**src/rtl/hc595_mon_pkg.sv**
```systemverilog
// Shared constants and segment decoder for the 74HC595 display-chain monitor.
package hc595_mon_pkg;

  localparam int WORD_W     = 16;
  localparam int NUM_DIGITS = 8;

  // Segment patterns as word bits [6:0] (a..g, a in bit 6).
  localparam logic [6:0] SEG_0    = 7'b1111110;
  localparam logic [6:0] SEG_1    = 7'b0110000;
  localparam logic [6:0] SEG_2    = 7'b1101101;
  localparam logic [6:0] SEG_3    = 7'b1111001;
  localparam logic [6:0] SEG_4    = 7'b0110011;
  localparam logic [6:0] SEG_5    = 7'b1011011;
  localparam logic [6:0] SEG_6    = 7'b1011111;
  localparam logic [6:0] SEG_7    = 7'b1110000;
  localparam logic [6:0] SEG_8    = 7'b1111111;
  localparam logic [6:0] SEG_9    = 7'b1111011;
  localparam logic [6:0] SEG_DASH = 7'b0000001;

  localparam logic [3:0] CODE_DASH    = 4'hF;
  localparam logic [3:0] CODE_UNKNOWN = 4'hE;

  typedef struct packed {
    logic       err;
    logic [3:0] code;
  } seg_dec_t;

  // Map a segment pattern back to its digit code; unknown patterns flag err.
  function automatic seg_dec_t seg_decode(input logic [6:0] seg);
    seg_dec_t r;
    r.err  = 1'b0;
    r.code = CODE_UNKNOWN;
    case (seg)
      SEG_0:    r.code = 4'd0;
      SEG_1:    r.code = 4'd1;
      SEG_2:    r.code = 4'd2;
      SEG_3:    r.code = 4'd3;
      SEG_4:    r.code = 4'd4;
      SEG_5:    r.code = 4'd5;
      SEG_6:    r.code = 4'd6;
      SEG_7:    r.code = 4'd7;
      SEG_8:    r.code = 4'd8;
      SEG_9:    r.code = 4'd9;
      SEG_DASH: r.code = CODE_DASH;
      default:  r.err  = 1'b1;
    endcase
    return r;
  endfunction

endpackage

```
**src/rtl/hc595_display_monitor_pin_sync_edge.sv**
```systemverilog
// Pin synchronizer with a registered rising-edge detector.
// Total pin-to-rise latency is STAGES+1 clk cycles.
module pin_sync_edge #(
  parameter int STAGES = 2
) (
  input  logic clk,
  input  logic rst,
  input  logic pin,
  output logic rise
);

  logic [STAGES-1:0] sync_reg;
  logic              prev_reg;

  // Synchronizer chain, delayed copy and registered edge strobe.
  always_ff @(posedge clk or posedge rst) begin
    if (rst) begin
      sync_reg <= '0;
      prev_reg <= 1'b0;
      rise     <= 1'b0;
    end else begin
      sync_reg <= {sync_reg[STAGES-2:0], pin};
      prev_reg <= sync_reg[STAGES-1];
      rise     <= sync_reg[STAGES-1] & ~prev_reg;
    end
  end

endmodule

```
**src/rtl/hc595_display_monitor.sv**
```systemverilog
// Rebuilds latched 16-bit words from the dio/sclk/rclk pins of a 74HC595
// display chain and decodes them into per-position digit codes.
module hc595_display_monitor #(
  parameter int SYNC_STAGES    = 2,
  parameter int TIMEOUT_CYCLES = 100000
) (
  input  logic        clk,
  input  logic        rst,
  input  logic        dio,
  input  logic        sclk,
  input  logic        rclk,
  output logic [15:0] word_q,
  output logic        word_valid,
  output logic [31:0] digits,
  output logic [7:0]  dps,
  output logic        frame_done,
  output logic        len_err,
  output logic        sel_err,
  output logic        seg_err,
  output logic        link_active
);
  import hc595_mon_pkg::*;

  localparam int             TW      = $clog2(TIMEOUT_CYCLES + 1);
  localparam logic [TW-1:0]  TMO_MAX = TW'(TIMEOUT_CYCLES);

  logic                  sclk_rise, rclk_rise, dio_s;
  logic [SYNC_STAGES:0]  dio_dly_reg;
  logic [WORD_W-1:0]     sh_reg;
  logic [4:0]            bit_cnt_reg;
  logic                  len_pend_reg;
  logic [TW-1:0]         tmo_cnt_reg;
  logic [7:0]            mask_reg;
  logic [3:0]            digit_reg [NUM_DIGITS];
  logic [NUM_DIGITS-1:0] dp_reg;

  logic [2:0]            sel_idx;
  logic [3:0]            zero_cnt;
  seg_dec_t              dec;
  logic                  store;
  logic [7:0]            store_bits;
  logic [7:0]            mask_or;

  pin_sync_edge #(.STAGES(SYNC_STAGES)) u_sclk (
    .clk (clk), .rst (rst), .pin (sclk), .rise (sclk_rise)
  );

  pin_sync_edge #(.STAGES(SYNC_STAGES)) u_rclk (
    .clk (clk), .rst (rst), .pin (rclk), .rise (rclk_rise)
  );

  // dio delayed by the synchronizer depth plus the edge register, so the
  // sampled bit lines up with the sclk edge strobe.
  always_ff @(posedge clk or posedge rst) begin
    if (rst) dio_dly_reg <= '0;
    else     dio_dly_reg <= {dio_dly_reg[SYNC_STAGES-1:0], dio};
  end
  assign dio_s = dio_dly_reg[SYNC_STAGES];

  // Shift register, bit counter and latch of complete 16-bit words.
  always_ff @(posedge clk or posedge rst) begin
    if (rst) begin
      sh_reg       <= '0;
      bit_cnt_reg  <= '0;
      word_q       <= '0;
      word_valid   <= 1'b0;
      len_pend_reg <= 1'b0;
    end else begin
      word_valid   <= 1'b0;
      len_pend_reg <= 1'b0;
      if (sclk_rise) sh_reg <= {sh_reg[WORD_W-2:0], dio_s};
      if (rclk_rise) begin
        // Candidate is sh_reg before any same-cycle shift; a coincident
        // bit already belongs to the next word.
        if (bit_cnt_reg == 5'd16) begin
          word_q     <= sh_reg;
          word_valid <= 1'b1;
        end else begin
          len_pend_reg <= 1'b1;
        end
        bit_cnt_reg <= sclk_rise ? 5'd1 : 5'd0;
      end else if (sclk_rise && bit_cnt_reg != 5'd17) begin
        bit_cnt_reg <= bit_cnt_reg + 5'd1;
      end
    end
  end

  // Link watchdog: counts idle cycles since the last rclk edge.
  always_ff @(posedge clk or posedge rst) begin
    if (rst) begin
      tmo_cnt_reg <= '0;
      link_active <= 1'b0;
    end else begin
      if (rclk_rise)                tmo_cnt_reg <= '0;
      else if (tmo_cnt_reg != TMO_MAX) tmo_cnt_reg <= tmo_cnt_reg + TW'(1);
      if (rclk_rise && bit_cnt_reg == 5'd16) link_active <= 1'b1;
      else if (tmo_cnt_reg == TMO_MAX)       link_active <= 1'b0;
    end
  end

  // Decode the accepted word: locate the single active-low select bit.
  always_comb begin
    sel_idx  = '0;
    zero_cnt = '0;
    for (int k = 0; k < NUM_DIGITS; k++) begin
      if (!word_q[8+k]) begin
        sel_idx  = 3'(k);
        zero_cnt = zero_cnt + 4'd1;
      end
    end
    dec        = seg_decode(word_q[6:0]);
    store      = word_valid && (zero_cnt == 4'd1);
    store_bits = store ? (8'b1 << sel_idx) : 8'b0;
    mask_or    = mask_reg | store_bits;
  end

  // Error pulses, frame mask and frame completion strobe.
  always_ff @(posedge clk or posedge rst) begin
    if (rst) begin
      len_err    <= 1'b0;
      sel_err    <= 1'b0;
      seg_err    <= 1'b0;
      frame_done <= 1'b0;
      mask_reg   <= '0;
    end else begin
      len_err    <= len_pend_reg;
      sel_err    <= word_valid && (zero_cnt != 4'd1);
      seg_err    <= word_valid && dec.err;
      frame_done <= 1'b0;
      if (store) begin
        if (mask_or == 8'hFF) begin
          frame_done <= 1'b1;
          mask_reg   <= (mask_reg == 8'hFF) ? store_bits : 8'h00;
        end else begin
          mask_reg <= mask_or;
        end
      end
    end
  end

  // Per-position digit and decimal point storage.
  for (genvar gi = 0; gi < NUM_DIGITS; gi++) begin : g_pos
    always_ff @(posedge clk or posedge rst) begin
      if (rst) begin
        digit_reg[gi] <= '0;
        dp_reg[gi]    <= 1'b0;
      end else if (store_bits[gi]) begin
        digit_reg[gi] <= dec.code;
        dp_reg[gi]    <= word_q[7];
      end
    end
    assign digits[4*gi +: 4] = digit_reg[gi];
  end
  assign dps = dp_reg;

endmodule

```
**config.mk**
```make
export PLATFORM = sky130hd
export DESIGN_NAME = hc595_display_monitor
export DESIGN_NICKNAME = d
export VERILOG_FILES = /design/src/rtl/hc595_mon_pkg.sv /design/src/rtl/hc595_display_monitor_pin_sync_edge.sv /design/src/rtl/hc595_display_monitor.sv
export SDC_FILE = /design/constraint.sdc
export NUM_CORES = 1
export LEC_CHECK = 0
export CAP_MARGIN = 40
export CORE_AREA = 2 2 137 139
export DETAILED_ROUTE_END_ITERATION = 8
export DIE_AREA = 0 0 139 141
export GPL_ROUTABILITY_DRIVEN = 0
export PLACE_DENSITY = 0.48
export SYNTH_ARGS = -nofsm -noshare
export SYNTH_HDL_FRONTEND = slang
export SYNTH_SLANG_ARGS = --single-unit
export TNS_END_PERCENT = 1
```
**constraint.sdc**
```tcl
create_clock -name clk -period 9.6 [get_ports clk]
set_input_delay 1.92 -clock clk [delete_from_list [all_inputs] [get_ports clk]]
set_output_delay 1.92 -clock clk [all_outputs]
set_load 0.005 [all_outputs]
```
* Word-level counts from Yosys, hierarchy flattened *
Index checks and enable logic that the tools add are counted.
W data, S select, Z words.

operators by class
  $add $sub $neg = 9
  equality and inequality tests = 19
  shift-type cells = 1
  mux-type cells = 33
  bitwise logic cells = 5
  reduce and logical (&&, ||, !) cells = 10

operators by type and width
  kind                     number
  $eq A7 B7 Y1 const B     8
  $pmux W4 S11             1
  $mux W17                 2
  $add A4 B1 Y4 const B    7
  $mux W4                  7
  $mux W8                  3
  $mux W3                  6
  $add A17 B1 Y17 const B  1
  $eq A17 B17 Y1 const B   1
  $ne A17 B17 Y1 const B   1
  $eq A8 B8 Y1 const B     2
  $eq A7 B6 Y1 const B     2
  $mux W1                  12
  $reduce_or A11 Y1        1
  $mux W5                  2
  $or A8 B8 Y8             1
  $shl A1 B3 Y8 const A    1
  $eq A7 B1 Y1 const B     1
  $reduce_bool A2 Y1       3
  $add A5 B1 Y5 const B    1
  $eq A5 B5 Y1 const B     1
  $logic_and A1 B1 Y1      5
  $ne A5 B5 Y1 const B     1
  $eq A4 B1 Y1 const B     1
  4 further kinds          6

word-level totals
  register bits after elaboration = 120
  input port bits = 5
  logic and storage cells = 112

* Depth between registers and ports, before layout *
Gate-level depths: netlist (run 1).

  depth after elaboration = 22
  depth in mapped cells = 23

* Cells and area by module *
Synthesis (run 1) repeated with hierarchy kept, for this count alone.

unflattened totals
  cells, all modules = 489
  area, all modules = 5567.8 µm²

by module, submodules not included
  module                 instances  cells each  area each (µm²)  seq. area each (µm²)
  hc595_display_monitor  1          477         5332.6           2802.7
  pin_sync_edge          2          6           117.6            100.1

* Worst setup path after synthesis (run 1) *
Ideal clock, no wire load.

  kind = flip-flop to flip-flop
  start point = reg word_q[9]
  end point = reg mask_reg[5]
  setup time = 0.121 ns
  arrival time = 4.834 ns
  data required time = 9.479 ns
  slack = 4.645 ns
  stages on the path, launching flop included = 22
  clock period less this slack = 4.955 ns
  cells stage by stage = dfrtp_1 inv_1 ha_1 xnor2_1 ha_1 mux2_2 ha_1 nand2b_1 nand2_1 ha_1 nor2_1 a31oi_1 or2_2 ha_1 mux2_2 ha_1 a211oi_1 o22a_2 nand4_4 or3_1 buf_6 a22o_1

between the ends
  cells in the longest elaborated chain, start to end = 19

RTL lines
  what                    RTL line                      text
  start, declared         hc595_display_monitor.sv:12   output logic [15:0] word_q,
  start signal, assigned  hc595_display_monitor.sv:76   word_q <= sh_reg;
  $mux W4                 hc595_display_monitor.sv:106  if (!word_q[8+k]) begin
  $add A4 B1 Y4           hc595_display_monitor.sv:108  zero_cnt = zero_cnt + 4'd1;
  $mux W4                 hc595_display_monitor.sv:106
  $add A4 B1 Y4           hc595_display_monitor.sv:108
  $mux W4                 hc595_display_monitor.sv:106
  $add A4 B1 Y4           hc595_display_monitor.sv:108
  $mux W4                 hc595_display_monitor.sv:106
  $add A4 B1 Y4           hc595_display_monitor.sv:108
  [... 3 more ...]        n/a
  $add A4 B1 Y4           hc595_display_monitor.sv:108
  $mux W4                 hc595_display_monitor.sv:106
  $eq A4 B1 Y1            hc595_display_monitor.sv:112  store = word_valid && (zero_cnt == 4'd1);
  $logic_and A1 B1 Y1     hc595_display_monitor.sv:112
  $mux W8                 hc595_display_monitor.sv:113  store_bits = store ? (8'b1 << sel_idx) : 8'b0;
  $or A8 B8 Y8            hc595_display_monitor.sv:114  mask_or = mask_reg | store_bits;
  $eq A8 B8 Y1            hc595_display_monitor.sv:131  if (mask_or == 8'hFF) begin
  $mux W8                 hc595_display_monitor.sv:131
  end signal, assigned    hc595_display_monitor.sv:133  mask_reg <= (mask_reg == 8'hFF) ? store_bits : 8'h00;
  end signal, assigned    hc595_display_monitor.sv:135  mask_reg <= mask_or;
  end, declared           hc595_display_monitor.sv:33   logic [7:0] mask_reg;

Parallel ways exist; a longest one is shown, timed or not.
A chain may end at the register's enable or synchronous reset.

* Worst setup path after layout (run 1) *
  start point = reg word_q[9]
  end point = reg digit_reg (netlist bit digits[25])

between the ends
  cells in the longest elaborated chain, start to end = 16

RTL lines
  what                           RTL line                      text
  $mux W4                        hc595_display_monitor.sv:106
  $add A4 B1 Y4                  hc595_display_monitor.sv:108
  $mux W4                        hc595_display_monitor.sv:106
  $add A4 B1 Y4                  hc595_display_monitor.sv:108
  $mux W4                        hc595_display_monitor.sv:106
  $add A4 B1 Y4                  hc595_display_monitor.sv:108
  $mux W4                        hc595_display_monitor.sv:106
  $add A4 B1 Y4                  hc595_display_monitor.sv:108
  $mux W4                        hc595_display_monitor.sv:106
  $add A4 B1 Y4                  hc595_display_monitor.sv:108
  $mux W4                        hc595_display_monitor.sv:106
  $add A4 B1 Y4                  hc595_display_monitor.sv:108
  $mux W4                        hc595_display_monitor.sv:106
  $eq A4 B1 Y1                   hc595_display_monitor.sv:112
  $logic_and A1 B1 Y1            hc595_display_monitor.sv:112
  $mux W8 (*)                    hc595_display_monitor.sv:113
  end signal, assigned by index  hc595_display_monitor.sv:148  digit_reg[gi] <= dec.code;
  end, declared                  hc595_display_monitor.sv:34   logic [3:0] digit_reg [NUM_DIGITS];

Mark *: on every way between the ends. The rest lies on a longest branch, timed or not.

==> qor.txt, run 1 <==
Status -> completed
Layout Nets -> 595
Met3 Resource Use GR -> 3.46%
Peak Freq -> 185 MHz
Pin slew with the least headroom to its limit -> 0.842 ns
Die H -> 141 µm
Row count -> 50
Die ar. -> 19600 µm²
Hold WC Path Type -> reg2reg
WL/cell -> 15.6 µm
CP Class -> reg2reg
Busiest grt layer -> met2
Critical path arrival -> 5.71 ns
Number of flops mapped to enable cells by yosys -> 0
Via count -> 3986
Antenna Cells -> 0
Post-Place Cells -> 793
Clk_lat worst skew -> 0.41 ns
Avg Cell Area, Syn -> 11.1 µm²
DRC violations left -> 0
FILL cells -> 1802
Worst VDD drop -> 0.141 mV
Yosys cell types -> 62
CP Capture Type -> register
GRT Resource Usage Total -> 13.9%
Routed Antenna Nets -> 0
Setup tns final -> 0 ns
Root buf cell -> clkbuf_16
Clk buf depth -> 2
Relative slew slack -> 43.9%
Req. time, crit path -> 9.90 ns
Async SR Flop Fraction -> 100%
Most frequent cell after synthesis -> dfrtp_1
Power Density -> 179 nW/µm²
Post-CTS Hold Buffers -> 0
Period utilisation layout -> 56.4%
CTS Buf Count -> 17
# Post-CTS Setup Buffers -> 0
LEAKAGE -> 0.00322 µW
Placeable Area -> 18300 µm²
Setup violators final -> 0
Yosys top cell by area -> dfrtp_1
Crit Path Max Fanout -> 7
Clk pin slew, worst setup/hold paths -> 0.05 ns
Seq/Total Area, Yosys -> 52.6%
CTS HTree Levels -> 4
Initial antenna violation count -> 0
Ys flop type -> dfrtp_1
CTS tree -> done
Cts repair resizes -> 0
Post-synth top area share -> 52.6%
# clock sinks -> 120
Post-DP HPWL -> 8.80 mm
Vias per Instance -> 4.83
Synth warn -> 0
First-pass GRT wire length -> 21.8 mm
PortBufs -> 66
Most common library cells after synthesis -> dfrtp_1, nand2_1, mux2_2
Vias in the first global route -> 4149
M2 GR Usage -> 22.0%
Final instance area -> 7180 µm²
Initial Utilization -> 31.2%
Met1 Use GR -> 18.5%
Hold Vio Cnt, Final -> 0
Cells after Synth -> 514
Synth Cell Area -> 5710 µm²
Placed cell areas -> 6580 µm²
Final Hold Slack -> 0.349 ns
Clk_skew -> 0.00780 ns
Gr ovfl total -> 0
Iter 0 DRT Violations -> 230
Max-slew violations -> 0
TritonRoute pass-1 iters -> 5
#FFs+latches synth -> 120
Area Overhead vs Synth -> 25.7%
Nature of the critical path startpoint -> register
Max-cap violation count -> 0
DIE WIDTH -> 139 µm
Pin count of the biggest net entering global routing -> 66
Total Wirelength -> 12.9 mm
Tmin final -> 5.42 ns
Share of cells above drive strength 1 -> 17.8%
Synth Net Count -> 531
Leading post-synthesis cells by cell area -> dfrtp_1, mux2_2, nand2_1, ha_1, xor2_1
Max FFs per register -> 32
Final cell count without fillers -> 825
Num ports -> 67
RSZ-0062 raised after global routing -> false
per-layer routing:
layer  part of all wire, %  up-vias
met1                    48     1993
met2                    48       62
met3                   2.7       15
met5                     0        -
met4                   1.8        0
li1                      -     1916
cell families after synthesis:
logic type	share of synthesized area, %
fa+ha+maj	2.63
compound gates	7.65
buf+inv	2.94
simple gates	16.5
flops	52.6
mux	11.8
xor+xnor	5.87
per-stage QoR:
step	setup slack [ns]	utilization [%]	power [µW]
finish	4.18	39.3	1290
global route	3.78	39.3	1340
global placement	4.34	36.0	648
detailed placement	4.11	36.0	651
CTS	4.11	39.3	1300
floorplan	4.49	-	629
cell type report:
class,instances,area (µm²),area share [%]
clock inverter,12,151,2.11
timing repair buffer,67,668,9.31
sequential,120,3000,41.8
multi-input combinational,352,2540,35.4
inverter,20,77.6,1.08
clock buffer,20,447,6.22
tap,234,293,4.08
power by group:
| group | internal (µW) | switching, µW |
|---|---|---|
| clock network | 414 | 231 |
| registers | 544 | 34.8 |
| logic | 35.2 | 27.4 |
worst paths after layout:
| path | from | endpoint | slack (ns) | cells past startpoint |
|---|---|---|---|---|
| worst max-delay path | word_q[9]$_DFFE_PP0P_ | digits[25]$_DFFE_PP0P_ | 4.18 | 20 |
| worst min-delay path | u_rclk.sync_reg[0]$_DFF_PP0_ | u_rclk.sync_reg[1]$_DFF_PP0_ | 0.35 | 0 |
| worst max register to register | word_q[9]$_DFFE_PP0P_ | digits[25]$_DFFE_PP0P_ | 4.18 | 20 |
| worst min register to register | u_rclk.sync_reg[0]$_DFF_PP0_ | u_rclk.sync_reg[1]$_DFF_PP0_ | 0.35 | 0 |
| max in group asynchronous | rst | word_q[9]$_DFFE_PP0P_ | 6.32 | 3 |
| min in group asynchronous | rst | digits[5]$_DFFE_PP0P_ | 1.96 | 2 |
critical path, cell delays in order (launching register included):
cell,delay (ns)
dfrtp_1,0.39
inv_1,0.07
ha_1,0.36
xnor2_1,0.28
ha_1,0.30
mux2_2,0.28
ha_1,0.27
nand2b_1,0.11
nand2_1,0.07
ha_1,0.28
nor2_1,0.09
a31oi_1,0.06
or2_2,0.34
ha_1,0.29
mux2_2,0.27
ha_1,0.30
a211oi_1,0.26
o22a_2,0.23
nand3_1,0.12
nor3_2,0.53
mux2_2,0.40
cells in the final DEF, fill, tap and decap left out, types with 3 or more instances in the layout:
cell type | Yosys | final
clkdlybuf4s50_1 | 0 | 66
nor3_1 | 12 | 12
dfrtp_1 | 120 | 120
xnor2_1 | 10 | 10
or3_1 | 4 | 4
a22oi_1 | 3 | 3
o21ai_0 | 15 | 15
nand3_1 | 18 | 18
inv_1 | 20 | 19
mux2_2 | 57 | 57
nor2_1 | 31 | 31
nor2b_1 | 10 | 10
xnor3_1 | 3 | 3
clkbuf_16 | 0 | 17
ha_1 | 12 | 12
nand4_1 | 8 | 8
a211oi_1 | 3 | 3
and3_1 | 3 | 3
xor2_1 | 16 | 16
nand2_1 | 72 | 72
clkinv_4 | 0 | 3
bufinv_16 | 0 | 3
a21oi_1 | 18 | 18
clkinv_2 | 0 | 4
a22o_1 | 6 | 6
Power figures use the tool's default switching activity.
==> run 2, diff against run 1 <==
==> constraint.sdc (replaced) <==
create_clock -name clk -period 5.33 [get_ports clk]
set_input_delay 1.066 -clock clk [delete_from_list [all_inputs] [get_ports clk]]
set_output_delay 1.066 -clock clk [all_outputs]
set_load 0.005 [all_outputs]
==> run 2 against run 1 <==
Worst setup slack got worse by 3.8 ns; maximum frequency is 8.6% higher; sequential power up 80%; largest power group unchanged; highest routed layer unchanged.
==> qor.txt, run 2 (synthesized netlist as in run 1, its figures left out) <==
Status -> completed
Worst VDD drop -> 0.181 mV (+29%)
Peak Freq -> 201 MHz (+8.6%)
LEAKAGE -> 0.00329 µW (+2.1%)
GRT Resource Usage Total -> 13.8% (-0.13 points)
Hold WC Path Type -> reg2reg
First-pass GRT wire length -> 21.6 mm (-0.67%)
Pin count of the biggest net entering global routing -> 59 (-11%)
Area of the multi-input gates -> 2580 µm² (+1.6%)
CP Capture Type -> register
Clk_lat worst skew -> 0.41 ns (about the same)
Via count -> 4026 (+1.0%)
Num ports -> 67 (unchanged)
Clk_skew -> 0.00712 ns (-0.000676 ns)
Most common cell after layout, fill and taps aside -> dfrtp_1
Die ar. -> 19600 µm² (unchanged)
Max-cap violation count -> 0 (unchanged)
CTS HTree Levels -> 4 (unchanged)
PortBufs -> 66 (unchanged)
Origin of the worst min-delay path -> u_rclk.sync_reg[0]$_DFF_PP0_
Root buf cell -> clkbuf_16
Req. time, crit path -> 5.62 ns (-4.28 ns)
DRC violations left -> 0 (unchanged)
FILL cells -> 1781 (-1.2%)
Most frequent cells in the layout -> dfrtp_1, nand2_1, clkdlybuf4s50_1
Routed Antenna Nets -> 0 (unchanged)
Share of cells above drive strength 1 -> 20.6% (+2.8 points)
Max-slew violations -> 0 (unchanged)
Hold Vio Cnt, Final -> 0 (unchanged)
Setup tns final -> 0 ns (unchanged)
DIE WIDTH -> 139 µm (unchanged)
Vias per Instance -> 4.82 (-0.33%)
TritonRoute pass-1 iters -> 4 (-1)
Final core occ -> 40.1% (+0.82 points)
Final instance area -> 7330 µm² (+2.1%)
Gr ovfl total -> 0 (unchanged)
Clk pin slew, worst setup/hold paths -> 0.05 ns (about the same)
Placeable Area -> 18300 µm² (unchanged)
Total Wirelength -> 12.6 mm (-1.8%)
Die H -> 141 µm (unchanged)
Period utilisation layout -> 93.6% (+37 points)
Power Density -> 318 nW/µm² (+77%)
Initial Utilization -> 31.2% (unchanged)
Worst r2r dst -> digits[10]$_DFFE_PP0P_
Hold path depth -> 0 (unchanged)
Antenna Cells -> 0 (unchanged)
Clk buf depth -> 2 (unchanged)
Crit Path Max Fanout -> 7 (unchanged)
WL/cell -> 15.1 µm (-3.1%)
Nature of the critical path startpoint -> register
Vias in the first global route -> 4114 (-0.84%)
# clock sinks -> 120 (unchanged)
Post-DP HPWL -> 8.71 mm (-1.0%)
CTS Buf Count -> 17 (unchanged)
Layout Nets -> 606 (+1.8%)
Hold Path Sink -> u_rclk.sync_reg[1]$_DFF_PP0_
Reg2reg start -> word_q[9]$_DFFE_PP0P_
Relative slew slack -> 41.6% (-2.2 points)
Placed cell areas -> 6640 µm² (+0.91%)
Row count -> 50 (unchanged)
Setup slack, reg-to-reg -> 0.34 ns (-3.84 ns)
CP Class -> reg2reg
Area Overhead vs Synth -> 28.3%
R2R depth -> 21 (+5.0%)
Setup violators final -> 0 (unchanged)
Tmin final -> 4.99 ns (-0.429 ns)
Critical path arrival -> 5.28 ns (-0.43 ns)
Max FFs per register -> 32 (unchanged)
CTS tree -> done
Pin slew with the least headroom to its limit -> 0.875 ns (+0.0333 ns)
Register Area -> 3000 µm² (unchanged)
Initial antenna violation count -> 0 (unchanged)
Iter 0 DRT Violations -> 241 (+4.8%)
RSZ-0062 raised after global routing -> false
## run 2: worst max-delay path by stage
stage / end / startpoint / slack, ns
6_report: digits[10]$_DFFE_PP0P_ / word_q[9]$_DFFE_PP0P_ / 0.34
4_1_cts: mask_reg[3]$_DFFE_PP0P_ / word_q[9]$_DFFE_PP0P_ / 0.06
5_1_grt: digits[10]$_DFFE_PP0P_ / word_q[8]$_DFFE_PP0P_ / 0.03
3_5_place_dp: mask_reg[2]$_DFFE_PP0P_ / word_q[9]$_DFFE_PP0P_ / 0.08
3_3_place_gp: mask_reg[5]$_DFFE_PP0P_ / word_q[8]$_DFFE_PP0P_ / 0.20
2_1_floorplan: mask_reg[5]$_DFFE_PP0P_ / word_q[9]$_DFFE_PP0P_ / 0.38
## run 2: timing repair
| action | 4_1_cts | 5_1_grt |
|---|---|---|
| buffers inserted | 0 | 2 |
| hold buffers | 0 | 0 |
| setup endpoints to repair | 0 | 39 |
| gates resized for setup | 0 | 9 |
## run 2: power by group
part | leakage, µW | internal [µW] | switching [µW]
registers | 0.00162 | 980 | 61.9
logic | 0.00138 | 63.6 | 49.2
clock network | 0.000294 | 768 | 407
total | 0.00329 | 1810 | 518
## run 2: layer usage
| layer | share of wire, % | vias up | wire length, µm | track usage (%) |
|---|---|---|---|---|
| li1 | - | 1942 | - | - |
| met2 | 47 | 71 | 5940 | 21.3 |
| met5 | 0 | - | 0 | 0 |
| met3 | 3.6 | 15 | 460 | 3.91 |
| met1 | 48 | 1998 | 6030 | 18.6 |
| met4 | 1.6 | 0 | 197 | 5.10 |
## run 2: worst max-delay path: stages (launching register included)
cell      delay [ns]
dfrtp_1         0.41
inv_1           0.10
ha_2            0.29
xnor2_2         0.15
ha_1            0.31
mux2_2          0.28
ha_1            0.27
nand2b_1        0.10
nand2_1         0.07
ha_1            0.28
nor2_1          0.09
a31oi_1         0.06
or2_4           0.29
ha_1            0.28
mux2_2          0.27
ha_1            0.31
nor4b_2         0.22
o22a_2          0.20
nand4_4         0.16
nor3_4          0.22
buf_6           0.16
mux2_2          0.34
## run 2: stage by stage
step	instances	setup slack, ns	total power, µW	hold slack, ns
2_1_floorplan	514	0.375	1130	0.331
3_3_place_gp	800	0.201	1170	0.333
3_5_place_dp	801	0.0813	1170	0.335
4_1_cts	833	0.0570	2370	0.348
5_1_grt	836	0.0319	2440	0.355
6_report	836	0.343	2330	0.346
## run 2: area by class of cell
type / count / share of cell area (%)
sequential: 120 / 41.0
multi-input combinational: 353 / 35.2
timing repair buffer: 77 / 10.4
clock buffer: 20 / 6.37
tap: 234 / 4.00
clock inverter: 12 / 2.03
inverter: 20 / 1.06
==> run 3, diff against run 2 <==
--- a/config.mk
+++ b/config.mk
@@ -7,6 +7,7 @@
 export LEC_CHECK = 0
 export CAP_MARGIN = 40
 export CORE_AREA = 2 2 137 139
+export CTS_CLUSTER_DIAMETER = 150
 export DETAILED_ROUTE_END_ITERATION = 8
 export DIE_AREA = 0 0 139 141
 export GPL_ROUTABILITY_DRIVEN = 0
==> results of run 3 <==
No change in the layout: final DEF, timing and power equal those of run 2.
